[src/rtl/mda_pkg.sv]
// Shared types and widths for the MDA video RAM path.
package mda_pkg;

  localparam int unsigned MDA_VRAM_AW = 12;
  localparam int unsigned MDA_RAM_AW  = 19;

  typedef enum logic [1:0] {
    ARB_IDLE,
    ARB_WAIT,
    ARB_RDATA,
    ARB_HOLD
  } arb_state_e;

endpackage

[src/rtl/mda_bus_sync.sv]
// N-flop synchronizer for an active-low ISA strobe; resets to the released level.
module mda_bus_sync #(
  parameter int unsigned STAGES = 2
) (
  input  logic clk,
  input  logic rst_l,
  input  logic d,
  output logic q
);

  logic [STAGES-1:0] sync_q;
  logic [STAGES-1:0] sync_d;

  always_comb begin
    sync_d = (sync_q << 1) | STAGES'(d);
  end

  always_ff @(posedge clk or negedge rst_l) begin
    if (!rst_l) begin
      sync_q <= '1;
    end else begin
      sync_q <= sync_d;
    end
  end

  assign q = sync_q[STAGES-1];

endmodule

[src/rtl/mda_vram_arbiter.sv]
// Shares the video SRAM port between ISA CPU cycles and display fetches;
// display fetches always win, CPU cycles use sequencer-granted slots only.
module mda_vram_arbiter
  import mda_pkg::*;
#(
  parameter int unsigned            VRAM_AW     = MDA_VRAM_AW,
  parameter logic [MDA_RAM_AW-1:0]  RAM_BASE    = 19'h00000,
  parameter int unsigned            SYNC_STAGES = 2
) (
  input  logic        clk,
  input  logic        rst_l,
  input  logic        mem_cs,
  input  logic [14:0] bus_a,
  input  logic        bus_memr_l,
  input  logic        bus_memw_l,
  input  logic [7:0]  bus_d,
  output logic [7:0]  bus_dout,
  output logic        bus_dir_mem,
  output logic        bus_rdy,
  input  logic        isa_op_enable,
  input  logic        pix_read,
  input  logic [18:0] pix_addr,
  output logic        pix_valid,
  output logic [18:0] ram_a,
  output logic [7:0]  ram_dq_out,
  input  logic [7:0]  ram_d,
  output logic        ram_we_l
);

  localparam int unsigned RAW = MDA_RAM_AW;

  logic memr_s;
  logic memw_s;

  mda_bus_sync #(.STAGES(SYNC_STAGES)) u_sync_memr (
    .clk   (clk),
    .rst_l (rst_l),
    .d     (bus_memr_l),
    .q     (memr_s)
  );

  mda_bus_sync #(.STAGES(SYNC_STAGES)) u_sync_memw (
    .clk   (clk),
    .rst_l (rst_l),
    .d     (bus_memw_l),
    .q     (memw_s)
  );

  arb_state_e         state_q, state_d;
  logic [VRAM_AW-1:0] addr_q, addr_d;
  logic [7:0]         wdata_q, wdata_d;
  logic [7:0]         dout_q, dout_d;
  logic               we_q, we_d;
  logic               rdy_q, rdy_d;
  logic               pix_valid_q;
  logic [RAW-1:0]     ram_a_q;
  logic [RAW-1:0]     ram_a_c;

  logic req_c;
  logic strobe_rel_c;
  logic grant_c;
  logic cpu_port_c;
  logic unused_bus_a_c;

  // Upper window bits only select a mirror of the implemented VRAM.
  assign unused_bus_a_c = ^bus_a;

  // Exactly one synced strobe low; both low together is not a valid cycle.
  assign req_c        = mem_cs & (memr_s ^ memw_s);
  assign strobe_rel_c = we_q ? memw_s : memr_s;
  assign grant_c      = isa_op_enable & ~pix_read;
  // A released strobe wins over a same-cycle grant so an aborted cycle never touches SRAM.
  assign cpu_port_c   = (state_q == ARB_WAIT) & grant_c & ~strobe_rel_c;

  always_comb begin
    state_d = state_q;
    addr_d  = addr_q;
    wdata_d = wdata_q;
    we_d    = we_q;
    rdy_d   = rdy_q;
    dout_d  = dout_q;
    case (state_q)
      ARB_IDLE: begin
        if (req_c) begin
          addr_d  = bus_a[VRAM_AW-1:0];
          wdata_d = bus_d;
          we_d    = ~memw_s;
          rdy_d   = 1'b0;
          state_d = ARB_WAIT;
        end
      end
      ARB_WAIT: begin
        if (strobe_rel_c) begin
          rdy_d   = 1'b1;
          state_d = ARB_IDLE;
        end else if (grant_c) begin
          if (we_q) begin
            rdy_d   = 1'b1;
            state_d = ARB_HOLD;
          end else begin
            state_d = ARB_RDATA;
          end
        end
      end
      ARB_RDATA: begin
        dout_d  = ram_d;
        rdy_d   = 1'b1;
        state_d = ARB_HOLD;
      end
      ARB_HOLD: begin
        if (strobe_rel_c) begin
          state_d = ARB_IDLE;
        end
      end
      default: begin
        state_d = ARB_IDLE;
      end
    endcase
  end

  // Port mux: display fetch, then CPU grant, else hold the last address.
  always_comb begin
    ram_a_c = ram_a_q;
    if (pix_read) begin
      ram_a_c = pix_addr;
    end else if (cpu_port_c) begin
      ram_a_c = RAM_BASE | RAW'(addr_q);
    end
  end

  always_ff @(posedge clk or negedge rst_l) begin
    if (!rst_l) begin
      state_q     <= ARB_IDLE;
      addr_q      <= '0;
      wdata_q     <= '0;
      we_q        <= 1'b0;
      rdy_q       <= 1'b1;
      dout_q      <= '0;
      pix_valid_q <= 1'b0;
      ram_a_q     <= '0;
    end else begin
      state_q     <= state_d;
      addr_q      <= addr_d;
      wdata_q     <= wdata_d;
      we_q        <= we_d;
      rdy_q       <= rdy_d;
      dout_q      <= dout_d;
      pix_valid_q <= pix_read;
      ram_a_q     <= ram_a_c;
    end
  end

  assign ram_a       = rst_l ? ram_a_c : '0;
  assign ram_we_l    = ~(rst_l & cpu_port_c & we_q);
  assign ram_dq_out  = wdata_q;
  assign bus_dout    = dout_q;
  assign bus_rdy     = rdy_q;
  assign pix_valid   = pix_valid_q;
  assign bus_dir_mem = mem_cs & ~bus_memr_l;

endmodule

[config.mk]
export PLATFORM = sky130hd
export DESIGN_NAME = mda_vram_arbiter
export DESIGN_NICKNAME = d
export VERILOG_FILES = /design/src/rtl/mda_pkg.sv /design/src/rtl/mda_bus_sync.sv /design/src/rtl/mda_vram_arbiter.sv
export SDC_FILE = /design/constraint.sdc
export NUM_CORES = 1
export LEC_CHECK = 0
export BUFFER_PORTS_ARGS = -buffer_cell sky130_fd_sc_hd__buf_2
export CAP_MARGIN = 10
export CORE_UTILIZATION = 40
export DETAILED_ROUTE_END_ITERATION = 6
export PLACE_DENSITY = 0.68
export SLEW_MARGIN = 20
export SYNTH_ARGS = -nofsm -noshare
export SYNTH_HDL_FRONTEND = slang
export SYNTH_SLANG_ARGS = --single-unit
[constraint.sdc]
create_clock -name clk -period 1.8 [get_ports clk]
set_input_delay 0.09 -clock clk [delete_from_list [all_inputs] [get_ports clk]]
set_output_delay 0.09 -clock clk [all_outputs]
set_load 0.02 [all_outputs]
==> results by group <==
Worst setup path
  – Worst setup path start: u_sync_memw.sync_q[1]
  – Critical path capture point type: output pin
  – RR Startpoint: we_q
  – Kind of critical path: flip-flop to output pin
  – Reg-to-reg setup timing slack: 0.08 ns
  – Critical Path End: ram_a[3]
  – R2R depth: 7
  – Worst r2r dst: bus_rdy
  – Crit path DAT: 1.97 ns
  – Crit path required time: 1.71 ns
  – CP Max Fanout: 7
  – Crit path launch type: flip-flop

Power
  – Power Density: 1351 mW/mm²
  – Pint: 3.242 mW
  – Clock power share: 16.3%
  – Sw frac: 33.25%
  – Gate power share: 43.6%
  – Leak: 1.763 nW
  – Reg power frac: 40.1%
  – P_sw: 1.615 mW
  – Worst IR Drop VDD: 0.9691 mV

Finish
  – Antenna Cells: 0
  – Layout cells sized above 1: 59.25%
  – Commonest non-fill, non-tap cell in the layout: buf_2
  – Final core utilization: 63.34%
  – Nets@finish: 380
  – Layout filler cell count: 473
  – Layout area overhead: 48.40%
  – Area of the multi-input gates: 0.001061 mm²
  – Most frequent cells in the layout: buf_2 (78), dfrtp_1 (51), mux2_2 (29)
  – Register Area: 0.001408 mm²

Synth
  – Yosys reg bits: 56
  – Area leader, netlist: dfrtp_1
  – Yosys top cell area share: 52.69%
  – Top post-synthesis cells by area: dfrtp_1 (53%), mux2_2 (13%), and2_1 (6.5%)
  – Yosys warns: 0
  – Sequential area share after synthesis: 58.11%
  – Cells after Synth: 186
  – Syn Area/Cell: 13.02 µm²
  – Mapped cell area: 0.002422 mm²
  – Post-synth cell types: 26
  – Syn Nets: 248

Routing
  – Final ANT Viol Nets: 0
  – Via-to-Cell Ratio: 4.831
  – TritonRoute pass-1 iters: 4
  – Starting DRC count in detailed routing: 54
  – DRT Wirelength: 5.685 mm
  – DRC Markers: 0
  – Via Count: 1,889
  – Wire length per cell: 14.54 µm

Global route
  – Vias in the first global route: 1,856
  – Met1 Use GR: 23.14%
  – GRT Overall Usage: 18.12%
  – Global-route met3 utilization: 3.886%
  – Met2 GRT Util: 30.51%
  – First-pass GRT wire length: 8.776 mm
  – Busiest grt layer: met2
  – Largest net degree at the start of global routing: 23
  – Initial antenna violation count: 0
  – Grt ovf: 0

Clock network
  – Clock Tree Buf Depth: 2
  – TritonCTS clock tree: built
  – Clock Pin Slew Worst Setup and Hold Paths: 0.10 ns
  – TritonCTS Buffers: 5
  – Clock root cell: clkbuf_8
  – Clock Sinks: 56
  – H-tree depth: 2
  – Clock latency on the worst-skew pair: 0.30 ns

Floorplan
  – # IOs: 96
  – Die Area: 0.006371 mm²
  – Chip width: 79.82 µm
  – Core region area: 0.005675 mm²
  – Die H: 79.82 µm
  – Placement Rows: 27
  – Initial Utilization: 42.68%

Run
  – Max-Cap Viols: 0

Timing
  – Max Clk Rate: 485.3 MHz
  – Fin. max-slew vios: 0
  – Endpoints failing hold: 0
  – Tightest Pin Transition: 0.4463 ns
  – RSZ-0062 raised after global routing: true
  – Post-layout minimum cycle time: 2.061 ns
  – Final worst slack: -0.2608 ns
  – Setup Viol. Count Final: 20
  – Clk_skew: 0.008741 ns
  – Slew headroom: 70.25%
  – Crit share post-route: 114.5%

Placed design
  – Port Buf Inserts: 92
  – DP HPWL: 3.722 mm
  – Routability cong.: 0.7205
  – Setup slack at placement: 0.03802 ns

Status
  – Violated checks: negative setup slack
  – Outcome: finished with violations

Worst hold path
  – Worst hold path type: input pin to flip-flop
## per-layer routing
metal,vias up,share of wire (%)
li1,919,-
met3,5,5.2
met1,904,45
met4,0,1.1
met2,61,49
met5,-,0
## cell families after synthesis
logic type / share of synthesized area (%)
xor gates and xnor gates: 0.3616
DFF: 58.11
AOI/OAI and AO/OA: 7.438
muxes: 16.94
and+or+nand+nor: 11.98
buffers and inverters: 2.583
adders and majority gates: 2.583
## layout make-up
type,instances,share of cell area (%)
Clock buffer,6,2.019
Tap cell,72,2.506
Timing Repair Buffer,133,25.51
Clock inverter,2,0.9746
Inverter,3,0.3133
Multi-Input combinational cell,119,29.52
Sequential cell,56,39.16
## synth_stat cells
cell type / count
dfrtp_1: 51
mux2_2: 29
and2_1: 25
nor2_1: 14
a221o_1: 12
mux2i_1: 7
dfstp_2: 5
ha_1: 5
nand3_1: 5
nand2_1: 4
o21ai_0: 4
a21oi_1: 3
clkbuf_1: 3
inv_1: 3
buf_1: 2
buf_2: 2
buf_6: 2
nand2b_1: 2
a2bb2oi_1: 1
a31oi_1: 1
a32o_1: 1
and4b_4: 1
mux2i_2: 1
nand3b_1: 1
nor3b_1: 1
xnor2_1: 1
## worst max-delay path, cell delays in order, from the launching register on
cell,delay [ns]
dfstp_2,0.57
mux2i_4,0.10
and4b_2,0.30
a221o_1,0.38
and2_1,0.16
buf_2,0.15
## timing repair
action,4_1_cts,5_1_grt
hold buffers,3,4
gates resized for setup,38,21
cloned,1,0
setup endpoints to repair,19,20
pin swaps,20,17
buffers inserted,11,8
hold endpoints to repair,9,4
## state kept, by name, summed over array words and instances, names as in the netlist, named ones only
register and flops:
ram_a_q 19, ram_dq_out 8, we_q 1, bus_rdy 1, state_q 1, pix_valid 1, u_sync_memw.sync_q 2, u_sync_memr.sync_q 2
bus_dout 8, addr_q 12
## worst min path at each step
stage | start | end | slack, ns | cells after the start
detailed placement | rst_l | ram_a_q[0] | 0.04 | 1
global placement | rst_l | ram_a_q[0] | 0.03 | 1
CTS | bus_d[4] | ram_dq_out[4] | 0.003 | 2
floorplan | rst_l | async pin | -0.21 | 0
finish | ram_d[6] | bus_dout[6] | 0.01 | 2
global route | bus_a[4] | addr_q[4] | 0.002 | 2
## through the flow
step	hold WS, ns	std cells	area (µm²)	setup TNS, ns	power (mW)
after floorplan	-0.2056	186	2422	0	3.117
after global placement	0.03441	356	3059	0	3.691
after detailed placement	0.03528	356	3059	0	3.748
after CTS	0.003341	379	3398	-3.807	4.728
after global routing	0.001987	391	3595	-5.488	5.174
final	0.01476	391	3595	-3.594	4.857
## power by group through the flow
stage                     registers, mW  clock network [mW]  logic (mW)
after floorplan                    2.19                   0       0.930
after global placement             1.94                   0        1.75
after detailed placement           1.96                   0        1.78
after CTS                          1.94               0.826        1.96
after global routing               2.00               0.880        2.29
final                              1.95               0.793        2.12
No activity file was read; power rests on OpenSTA's default activity.
